File: config.mk
export PLATFORM = sky130hd
export DESIGN_NAME = hp_traffic_gen
export DESIGN_NICKNAME = d
export VERILOG_FILES = /design/src/rtl/hp_traffic_gen.sv
export SDC_FILE = /design/constraint.sdc
export NUM_CORES = 2
export LEC_CHECK = 0
export CORE_AREA = 2 2 310 312
export CTS_BUF_LIST = sky130_fd_sc_hd__clkbuf_4 sky130_fd_sc_hd__clkbuf_8
export DETAILED_ROUTE_END_ITERATION = 6
export DIE_AREA = 0 0 312 314
export PLACE_DENSITY = 0.68
export SYNTH_ARGS = -nofsm -noshare
export SYNTH_HDL_FRONTEND = slang
export SYNTH_SLANG_ARGS = --single-unit
File: constraint.sdc
create_clock -name clk -period 16.1 [get_ports clk]
set_input_delay 3.22 -clock clk [delete_from_list [all_inputs] [get_ports clk]]
set_output_delay 3.22 -clock clk [all_outputs]
set_load 0.1 [all_outputs]
File: src/rtl/hp_traffic_gen.sv
// AXI4 burst traffic engine: one command produces a run of 4 KB INCR bursts,
// either writing a per-lane incrementing pattern or checksumming read data.
module hp_traffic_gen #(
  parameter int HP_ADDR_WIDTH   = 48,
  parameter int HP_DATA_WIDTH   = 128,
  parameter int MAX_OUTSTANDING = 8
) (
  input  logic                       clk,
  input  logic                       rstn,
  input  logic                       cmd_valid,
  output logic                       cmd_ready,
  input  logic [HP_ADDR_WIDTH-1:0]   cmd_start_addr,
  input  logic [HP_ADDR_WIDTH-1:0]   cmd_end_addr,
  input  logic [127:0]               cmd_start_value,
  input  logic [127:0]               cmd_stride,
  input  logic                       cmd_mode,
  output logic                       busy,
  output logic                       done,
  output logic [31:0]                checksum,
  output logic                       resp_err,
  output logic [HP_ADDR_WIDTH-1:0]   hp_awaddr,
  output logic [7:0]                 hp_awlen,
  output logic [2:0]                 hp_awsize,
  output logic [1:0]                 hp_awburst,
  output logic                       hp_awvalid,
  input  logic                       hp_awready,
  output logic [HP_DATA_WIDTH-1:0]   hp_wdata,
  output logic [HP_DATA_WIDTH/8-1:0] hp_wstrb,
  output logic                       hp_wlast,
  output logic                       hp_wvalid,
  input  logic                       hp_wready,
  input  logic [1:0]                 hp_bresp,
  input  logic                       hp_bvalid,
  output logic                       hp_bready,
  output logic [HP_ADDR_WIDTH-1:0]   hp_araddr,
  output logic [7:0]                 hp_arlen,
  output logic [2:0]                 hp_arsize,
  output logic [1:0]                 hp_arburst,
  output logic                       hp_arvalid,
  input  logic                       hp_arready,
  input  logic [HP_DATA_WIDTH-1:0]   hp_rdata,
  input  logic [1:0]                 hp_rresp,
  input  logic                       hp_rlast,
  input  logic                       hp_rvalid,
  output logic                       hp_rready
);

  localparam int PW = HP_ADDR_WIDTH - 12;
  localparam logic [7:0] MAX_OUT = 8'(MAX_OUTSTANDING);

  typedef enum logic [1:0] {S_IDLE = 2'd0, S_RUN = 2'd1, S_DONE = 2'd2} state_t;

  state_t          state_q, state_d;
  logic            mode_q, mode_d;
  logic [PW-1:0]   start_pg_q, start_pg_d;
  logic [PW-1:0]   nbursts_q, nbursts_d;
  logic [PW-1:0]   issued_q, issued_d;
  logic [PW-1:0]   cpl_q, cpl_d;
  logic [PW-1:0]   wburst_q, wburst_d;
  logic [7:0]      wbeat_q, wbeat_d;
  logic [7:0]      rbeat_q, rbeat_d;
  logic [7:0]      outst_q, outst_d;
  logic            axvalid_q, axvalid_d;
  logic [PW-1:0]   axaddr_q, axaddr_d;
  logic            wvalid_q, wvalid_d;
  logic            wlast_q, wlast_d;
  logic [127:0]    wdata_q, wdata_d;
  logic [127:0]    stride_q, stride_d;
  logic [31:0]     checksum_q, checksum_d;
  logic            err_q, err_d;

  logic [PW-1:0]   start_pg_in, end_pg_in, nb_in;
  logic [PW-1:0]   issued_next, cpl_next;
  logic [127:0]    wdata_inc;
  logic [31:0]     rlane [4];
  logic [31:0]     rsum;
  logic            ax_hs, w_hs, b_hs, r_hs, cpl_evt, run_end;
  logic            unused_low_bits;

  // Sub-page address bits play no part: the range is whole 4 KB pages.
  assign start_pg_in     = cmd_start_addr[HP_ADDR_WIDTH-1:12];
  assign end_pg_in       = cmd_end_addr[HP_ADDR_WIDTH-1:12];
  assign nb_in           = (end_pg_in > start_pg_in) ? (end_pg_in - start_pg_in) : '0;
  assign unused_low_bits = ^{cmd_start_addr[11:0], cmd_end_addr[11:0]};

  genvar gi;
  generate
    for (gi = 0; gi < 4; gi++) begin : g_lane
      assign wdata_inc[gi*32 +: 32] = wdata_q[gi*32 +: 32] + stride_q[gi*32 +: 32];
      assign rlane[gi]              = hp_rdata[gi*32 +: 32];
    end
  endgenerate
  assign rsum = rlane[0] + rlane[1] + rlane[2] + rlane[3];

  assign ax_hs       = axvalid_q & (mode_q ? hp_arready : hp_awready);
  assign w_hs        = wvalid_q & hp_wready;
  assign b_hs        = hp_bvalid & hp_bready;
  assign r_hs        = hp_rvalid & hp_rready;
  // A read burst completes at its beat-255 position whatever rlast says.
  assign cpl_evt     = mode_q ? (r_hs && (rbeat_q == 8'hFF)) : b_hs;
  assign issued_next = issued_q + PW'(ax_hs);
  assign cpl_next    = cpl_q + PW'(cpl_evt);
  assign run_end     = (cpl_next == nbursts_q);

  always_ff @(posedge clk or negedge rstn) begin
    if (!rstn) state_q <= S_IDLE;
    else       state_q <= state_d;
  end

  always_comb begin
    state_d = state_q;
    case (state_q)
      S_IDLE:  if (cmd_valid) state_d = S_RUN;
      S_RUN:   if (run_end) state_d = S_DONE;
      S_DONE:  state_d = S_IDLE;
      default: state_d = S_IDLE;
    endcase
  end

  always_comb begin
    cmd_ready = (state_q == S_IDLE);
    busy      = (state_q == S_RUN);
    done      = (state_q == S_DONE);
    hp_bready = (state_q == S_RUN) & ~mode_q;
    hp_rready = (state_q == S_RUN) & mode_q;
  end

  always_comb begin
    mode_d     = mode_q;
    start_pg_d = start_pg_q;
    nbursts_d  = nbursts_q;
    issued_d   = issued_q;
    cpl_d      = cpl_q;
    wburst_d   = wburst_q;
    wbeat_d    = wbeat_q;
    rbeat_d    = rbeat_q;
    outst_d    = outst_q;
    axvalid_d  = axvalid_q;
    axaddr_d   = axaddr_q;
    wvalid_d   = wvalid_q;
    wlast_d    = wlast_q;
    wdata_d    = wdata_q;
    stride_d   = stride_q;
    checksum_d = checksum_q;
    err_d      = err_q;
    case (state_q)
      S_IDLE: begin
        if (cmd_valid) begin
          mode_d     = cmd_mode;
          start_pg_d = start_pg_in;
          nbursts_d  = nb_in;
          issued_d   = '0;
          cpl_d      = '0;
          wburst_d   = '0;
          wbeat_d    = '0;
          rbeat_d    = '0;
          outst_d    = '0;
          axvalid_d  = (nb_in != '0);
          axaddr_d   = start_pg_in;
          wvalid_d   = (nb_in != '0) & ~cmd_mode;
          wlast_d    = 1'b0;
          wdata_d    = cmd_start_value;
          stride_d   = cmd_stride;
          checksum_d = '0;
          err_d      = 1'b0;
        end
      end
      S_RUN: begin
        issued_d = issued_next;
        cpl_d    = cpl_next;
        if (ax_hs && !cpl_evt)      outst_d = outst_q + 8'd1;
        else if (!ax_hs && cpl_evt) outst_d = outst_q - 8'd1;
        if (w_hs) begin
          wdata_d = wdata_inc;
          wbeat_d = wbeat_q + 8'd1;
          if (wbeat_q == 8'hFF) wburst_d = wburst_q + PW'(1);
        end
        if (b_hs && (hp_bresp != 2'b00)) err_d = 1'b1;
        if (r_hs) begin
          checksum_d = checksum_q + rsum;
          rbeat_d    = rbeat_q + 8'd1;
          if ((hp_rresp != 2'b00) || (hp_rlast != (rbeat_q == 8'hFF))) err_d = 1'b1;
        end
        if (run_end) begin
          axvalid_d = 1'b0;
          wvalid_d  = 1'b0;
          wlast_d   = 1'b0;
        end else begin
          // A pending valid keeps its payload; only a handshake frees the slot.
          if (!axvalid_q || ax_hs) axvalid_d = (issued_next < nbursts_q) && (outst_d < MAX_OUT);
          axaddr_d = start_pg_q + issued_next;
          if (!wvalid_q || w_hs) wvalid_d = !mode_q && (wburst_d < nbursts_q);
          wlast_d = wvalid_d && (wbeat_d == 8'hFF);
        end
      end
      default: ;
    endcase
  end

  always_ff @(posedge clk or negedge rstn) begin
    if (!rstn) begin
      mode_q     <= 1'b0;
      start_pg_q <= '0;
      nbursts_q  <= '0;
      issued_q   <= '0;
      cpl_q      <= '0;
      wburst_q   <= '0;
      wbeat_q    <= '0;
      rbeat_q    <= '0;
      outst_q    <= '0;
      axvalid_q  <= 1'b0;
      axaddr_q   <= '0;
      wvalid_q   <= 1'b0;
      wlast_q    <= 1'b0;
      wdata_q    <= '0;
      stride_q   <= '0;
      checksum_q <= '0;
      err_q      <= 1'b0;
    end else begin
      mode_q     <= mode_d;
      start_pg_q <= start_pg_d;
      nbursts_q  <= nbursts_d;
      issued_q   <= issued_d;
      cpl_q      <= cpl_d;
      wburst_q   <= wburst_d;
      wbeat_q    <= wbeat_d;
      rbeat_q    <= rbeat_d;
      outst_q    <= outst_d;
      axvalid_q  <= axvalid_d;
      axaddr_q   <= axaddr_d;
      wvalid_q   <= wvalid_d;
      wlast_q    <= wlast_d;
      wdata_q    <= wdata_d;
      stride_q   <= stride_d;
      checksum_q <= checksum_d;
      err_q      <= err_d;
    end
  end

  assign hp_awaddr  = {axaddr_q, 12'h000};
  assign hp_awlen   = 8'hFF;
  assign hp_awsize  = 3'b100;
  assign hp_awburst = 2'b01;
  assign hp_awvalid = axvalid_q & ~mode_q;
  assign hp_araddr  = {axaddr_q, 12'h000};
  assign hp_arlen   = 8'hFF;
  assign hp_arsize  = 3'b100;
  assign hp_arburst = 2'b01;
  assign hp_arvalid = axvalid_q & mode_q;
  assign hp_wdata   = wdata_q;
  assign hp_wstrb   = '1;
  assign hp_wlast   = wlast_q;
  assign hp_wvalid  = wvalid_q;
  assign checksum   = checksum_q;
  assign resp_err   = err_q;

endmodule

---- Word level (Yosys, flattened, before mapping) ----
Index checks and enable logic that the tools add are counted.
storage, ports and cells
  register bits ........................... 535
  latch bits .............................. 0
  bits in writable memories ............... 0
  memory bits (read-only) ................. 0
  logic and storage cells ................. 139
  memories ................................ 0
cells by class
  $add $sub $neg .......................... 17
  $mul .................................... 0
  div/mod/pow operators ................... 0
  order comparisons ....................... 4
  equality and inequality tests ........... 13
  shift-type cells ........................ 0
  mux-type cells .......................... 49
  bitwise gates (word level) .............. 11
  reduce and logical (&&, ||, !) cells .... 27
operators with widths
  kind                                                        count
  case mux 36 bit (2 select lines)                            4
  adder 32 bit                                                8
  2-to-1 mux 128 bit                                          2
  case mux 128 bit (2 select lines)                           1
  2-to-1 mux 36 bit                                           7
  adder 36 x 1 -> 36 bit                                      2
  less-than comparator 36 bit                                 2
  2-to-1 mux 32 bit                                           2
  case mux 32 bit (2 select lines)                            1
  2-to-1 mux 8 bit                                            7
  case mux 8 bit (2 select lines)                             3
  adder 36 x 1 -> 36 bit, second input constant               1
  adder 36 bit                                                1
  equality test 36 bit                                        1
  greater-than comparator 36 bit                              1
  nonzero test 36 bit                                         1
  subtractor 36 bit                                           1
  adder 8 x 1 -> 8 bit, second input constant                 3
  equality test 8 bit, second input constant                  3
  2-to-1 mux 1 bit                                            15
  AND reduction 3 bit                                         4
  AND 1 bit                                                   9
  less-than comparator 8 x 4 -> 1 bit, second input constant  1
  case mux 1 bit (2 select lines)                             4
  16 further kinds                                            37

---- Logic depth before layout (Yosys ltp) ----
  depth after elaboration ................. 14
  mapped depth ............................ 26
  gate-level depth less buffers ........... 25

---- Worst setup path before layout ----
Ideal clock, no wire load.
  path kind ............................... input -> register
  from .................................... input port hp_arready
  to ...................................... register axaddr_q[35]
  setup time .............................. 0.126 ns
  arrival time ............................ 7.936 ns
  data required time ...................... 15.974 ns
  path slack .............................. 8.038 ns
  cell stages on the path ................. 24
  path through ............................ mux2_2 nand2_1 inv_1 ha_1 ha_1 nand3_1 nor2_1 and4_1 nand2b_1 nor3b_1 and2_1 nand2_1 xnor2_1 ha_1 o21a_1 a211o_1 a32o_1 a2111oi_0 o31a_1 o21ai_1 o41ai_1 xnor3_1 nand2_1 a31oi_1
between the ends
  word-level cells in the longest chain between the ends .. 6
RTL lines
  element                           RTL line  source
  start: declaration                40        input logic hp_arready,
  2-to-1 mux 1 bit                  95        assign ax_hs = axvalid_q & (mode_q ? hp_arready : hp_awready);
  AND 1 bit                         95
  adder 36 x 1 -> 36 bit            101       assign issued_next = issued_q + PW'(ax_hs);
  adder 36 bit                      191       axaddr_d = start_pg_q + issued_next;
  2-to-1 mux 36 bit                 184       if (run_end) begin
  case mux 36 bit (2 select lines)  146       case (state_q)
  end signal: assignment            230       axaddr_q <= axaddr_d;
  end: declaration                  64        logic [PW-1:0] axaddr_q, axaddr_d;
No other way between the ends. The select of a mux whose other input is x is not followed.
A chain may end at the register's enable or synchronous reset.

---- Final worst setup path ----
Same ends and word-level chain as after synthesis.

==> out/results.tsv <==
stage	metric	value	unit
outcome	result of the run	finished clean	
global_routing	combined global-route utilization of all metal layers	27.52	%
clocking	Root Buffer Master	sky130_fd_sc_hd__clkbuf_8	
sta	unrepaired setup endpoints after global routing	false	
global_routing	global route total overflow	0	
sta	slew margin rel.	18.70	%
layout	final standard cell count with taps included and fillers excluded	6929	
critical_path	stage delay of the slowest cell on the critical path	950	ps
synth	share of async-settable or async-resettable flops after synthesis	100.0	%
clocking	Max Root-Sink Buffers	3	
drt	total via count after detailed routing	38071	
global_routing	pin count of the biggest net entering global routing	137	
synth	count of flip-flops with a built-in enable after synthesis	0	
floorplan	Core Region	94450	um2
drt	DRC violations left	0	
sta	Worst Tran Pin Value	1216	ps
pwr	Leakage	24.12	nW
floorplan	Initial Util	43.38	%
pwr	power density cells	92.51	nW/um2
clocking	clock latency of the later-clocked register in the worst-skew pair	800	ps
layout	most common cell after layout, fill and taps aside	sky130_fd_sc_hd__nand2_1	
global_routing	vias in the first global route	36936	
sta	minimum clock period after layout	9632	ps
drt	total routed wirelength	138.0	mm
floorplan	floorplan die width	312	um
clocking	number of H-tree branching levels	3	
pwr	worst-case vdd ir drop	0.07666	mV
global_routing	initial antenna violation count	42	
synth	average instance area after synthesis	8.272	um2
drt	Avg WL per Cell	19.91	um
critical_path	dominant cell type by count on the critical path	sky130_fd_sc_hd__nand2_1	
placed_design	post-DP HPWL	104.1	mm
layout	most frequent cells in the layout	sky130_fd_sc_hd__nand2_1 (828), sky130_fd_sc_hd__clkdlybuf4s50_1 (706), sky130_fd_sc_hd__dfrtp_1 (535)	
critical_path	arrival time of data at the critical path endpoint	10220	ps
synth	cell area after synthesis	40970	um2
synth	leading register cell type out of synthesis	sky130_fd_sc_hd__dfrtp_1	
synth	Seq cells post-synth	535	
sta	total of endpoints with negative setup slack in the final report	0	
sta	setup_tns	0	ps
clocking	clock slew at the register clock pins of the worst setup and hold paths	60	ps
critical_path	cell with the biggest individual delay on the critical path	sky130_fd_sc_hd__a2111oi_0	
critical_path	critical path launch point type	primary input	
drt	Initial DRC Count	2830	
floorplan	number of I/O pins	802	
critical_path	Crit Path Category	primary input to flip-flop	
global_routing	first-pass GRT wire length	212.7	mm
critical_path	Crit Path Max Fanout	7	
placed_design	final weighted congestion in routability-driven placement	0.9151	
job	max_cap viols	0	
drt	number of vias per cell after detailed routing	5.494	
synth	Cells after Synth	4953	
floorplan	full die area	97970	um2
min_path	worst hold-check path type	flip-flop to flip-flop	
sta	Final Cycle Share	59.83	%
placed_design	number of buffer cells added on primary ports	711	
synth	count of distinct cell types in the synthesized netlist	90	
clocking	cts bufs inserted	105	
placed_design	Inst Count DP	6707	
clocking	Post-CTS Hold Fix Bufs	0	
floorplan	FP Rows	113	
sta	f_max	0.1038	GHz
layout	number of nets in the finished design	6447	
clocking	Post CTS Setup Buffer Count	0	
layout	Final Core Density	54.06	%
clocking	Resize count post-CTS	0	
critical_path	Critical Path End Type	flip-flop	
synth	yosys warns	0	
layout	fraction of final layout cells sized beyond drive strength 1	5.362	%
clocking	clock sink count	535	
layout	Area Overhead vs Synth	24.61	%
critical_path	required time of the critical path	16690	ps
drt	antenna viol nets, final	0	
sta	Slew Viols, Final	0	
sta	setup skew after layout	61.91	ps
sta	number of hold-slack violations in the final timing report	0	
clocking	TritonCTS clock tree	yes	
drt	Pre-antenna DRT Iters	6	
synth	part of the Yosys area used for sequential elements	32.67	%
floorplan	Vert. Die Dim	314	um
## sequential cells by signal, indices dropped and copies added (netlist names), 8 cells and up
signal	count
issued_q	36
outst_q	8
wburst_q	36
nbursts_q	36
start_pg_q	36
wbeat_q	8
rbeat_q	8
stride_q	128
checksum	32
axaddr_q	36
cpl_q	36
hp_wdata	128
## cells in the mapped netlist (all sizes together), types with 8 or more instances
library cell	number	area share, %
nand2	830	7.6
dfrtp	535	33
o21ai	409	5.0
a21oi	386	4.8
nor2	347	3.2
ha	306	9.3
inv	301	2.8
xnor2	186	4.0
clkbuf	180	1.7
buf	137	2.4
xor2	129	2.8
nand3	128	1.6
a21o	121	2.2
fa	98	4.8
o31ai	84	1.5
and3	75	1.1
nor3	68	0.87
a31oi	65	0.99
nand4	61	0.95
o21bai	40	0.73
nand2b	39	0.60
a211oi	37	0.68
a22o	35	0.75
and2	30	0.46
nor2b	30	0.46
o211ai	29	0.53
o21a	24	0.44
nor4	22	0.51
and4	20	0.43
o22ai	19	0.29
a2111oi	16	0.37
nor3b	15	0.29
o41ai	12	0.27
or2	12	0.18
mux2	11	0.31
nand3b	9	0.16
o2111ai	8	0.17
or3	8	0.12
## layout make-up
cell class              count  area (um2)
fillers                  8927       43390
multi-input cells        3864       25100
flip-flops and latches    535       13390
repair buffers            742        7357
clock buffers             164        2088
well taps                1265        1583
inverters                 301        1135
clock inverters            26       329.1
diodes                     32       80.08
## routing by layer
| metal | up-vias | part of all wire [%] | global-route usage, % |
|---|---|---|---|
| li1 | 18270 | - | - |
| met1 | 18330 | 41 | 34.39 |
| met2 | 1140 | 48 | 46.09 |
| met3 | 315 | 5.9 | 5.336 |
| met4 | 16 | 4.5 | 12.50 |
| met5 | - | 0.080 | 0 |
## worst max-delay path: cells and delay by family
kind	cells	cell delay [ps]
compound gates	7	2190
xor+xnor	2	570
fa+ha+maj	3	790
buf+inv	2	710
mux	1	240
simple gates	11	2460
## cell families after synthesis
logic type / count (synthesis) / share of synthesized area, %
XOR/XNOR: 316 / 6.788
AO/OA/AOI/OAI: 1355 / 20.29
other: 2 / 0.01833
buffers and inverters: 618 / 6.791
adder cells (fa/ha/maj): 404 / 14.13
AND/OR/NAND/NOR: 1705 / 18.83
multiplexers: 18 / 0.4825
flip-flops: 535 / 32.67
## worst paths after layout
path / to / from / slack (ps) / cells after the start
worst max register to register: axaddr_q[35]$_DFFE_PN0P_ / mode_q$_DFFE_PN0P_ / 8710 / 26
min in group asynchronous: stride_q[3]$_DFFE_PN0P_ / rstn / 2450 / 1
worst min register to register: stride_q[106]$_DFFE_PN0P_ / stride_q[106]$_DFFE_PN0P_ / 480 / 2
worst max-delay path: axaddr_q[35]$_DFFE_PN0P_ / hp_arready / 6470 / 26
max in group asynchronous: start_pg_q[15]$_DFFE_PN0P_ / rstn / 10510 / 4
worst min-delay path: stride_q[106]$_DFFE_PN0P_ / stride_q[106]$_DFFE_PN0P_ / 480 / 2
## stage by stage
| step | total power, W | setup slack, ps | hold WS [ps] | cell area, um2 |
|---|---|---|---|---|
| 6_report | 0.004723 | 6468 | 475.3 | 51060 |
| 5_1_grt | 0.004967 | 6055 | 499.8 | 51050 |
| 4_1_cts | 0.004755 | 6671 | 481.6 | 50980 |
| 3_5_place_dp | 0.003136 | 5871 | 468.9 | 48560 |
| 3_3_place_gp | 0.003117 | 5937 | 462.4 | 48560 |
| 2_1_floorplan | 0.002664 | 8038 | 449.7 | 41210 |
## power by group
group          internal [W]  switching (W)
registers           0.00142      0.0000967
clock network      0.000935       0.000663
logic              0.000560        0.00105
Note: power is estimated with default switching activity, not from simulation.
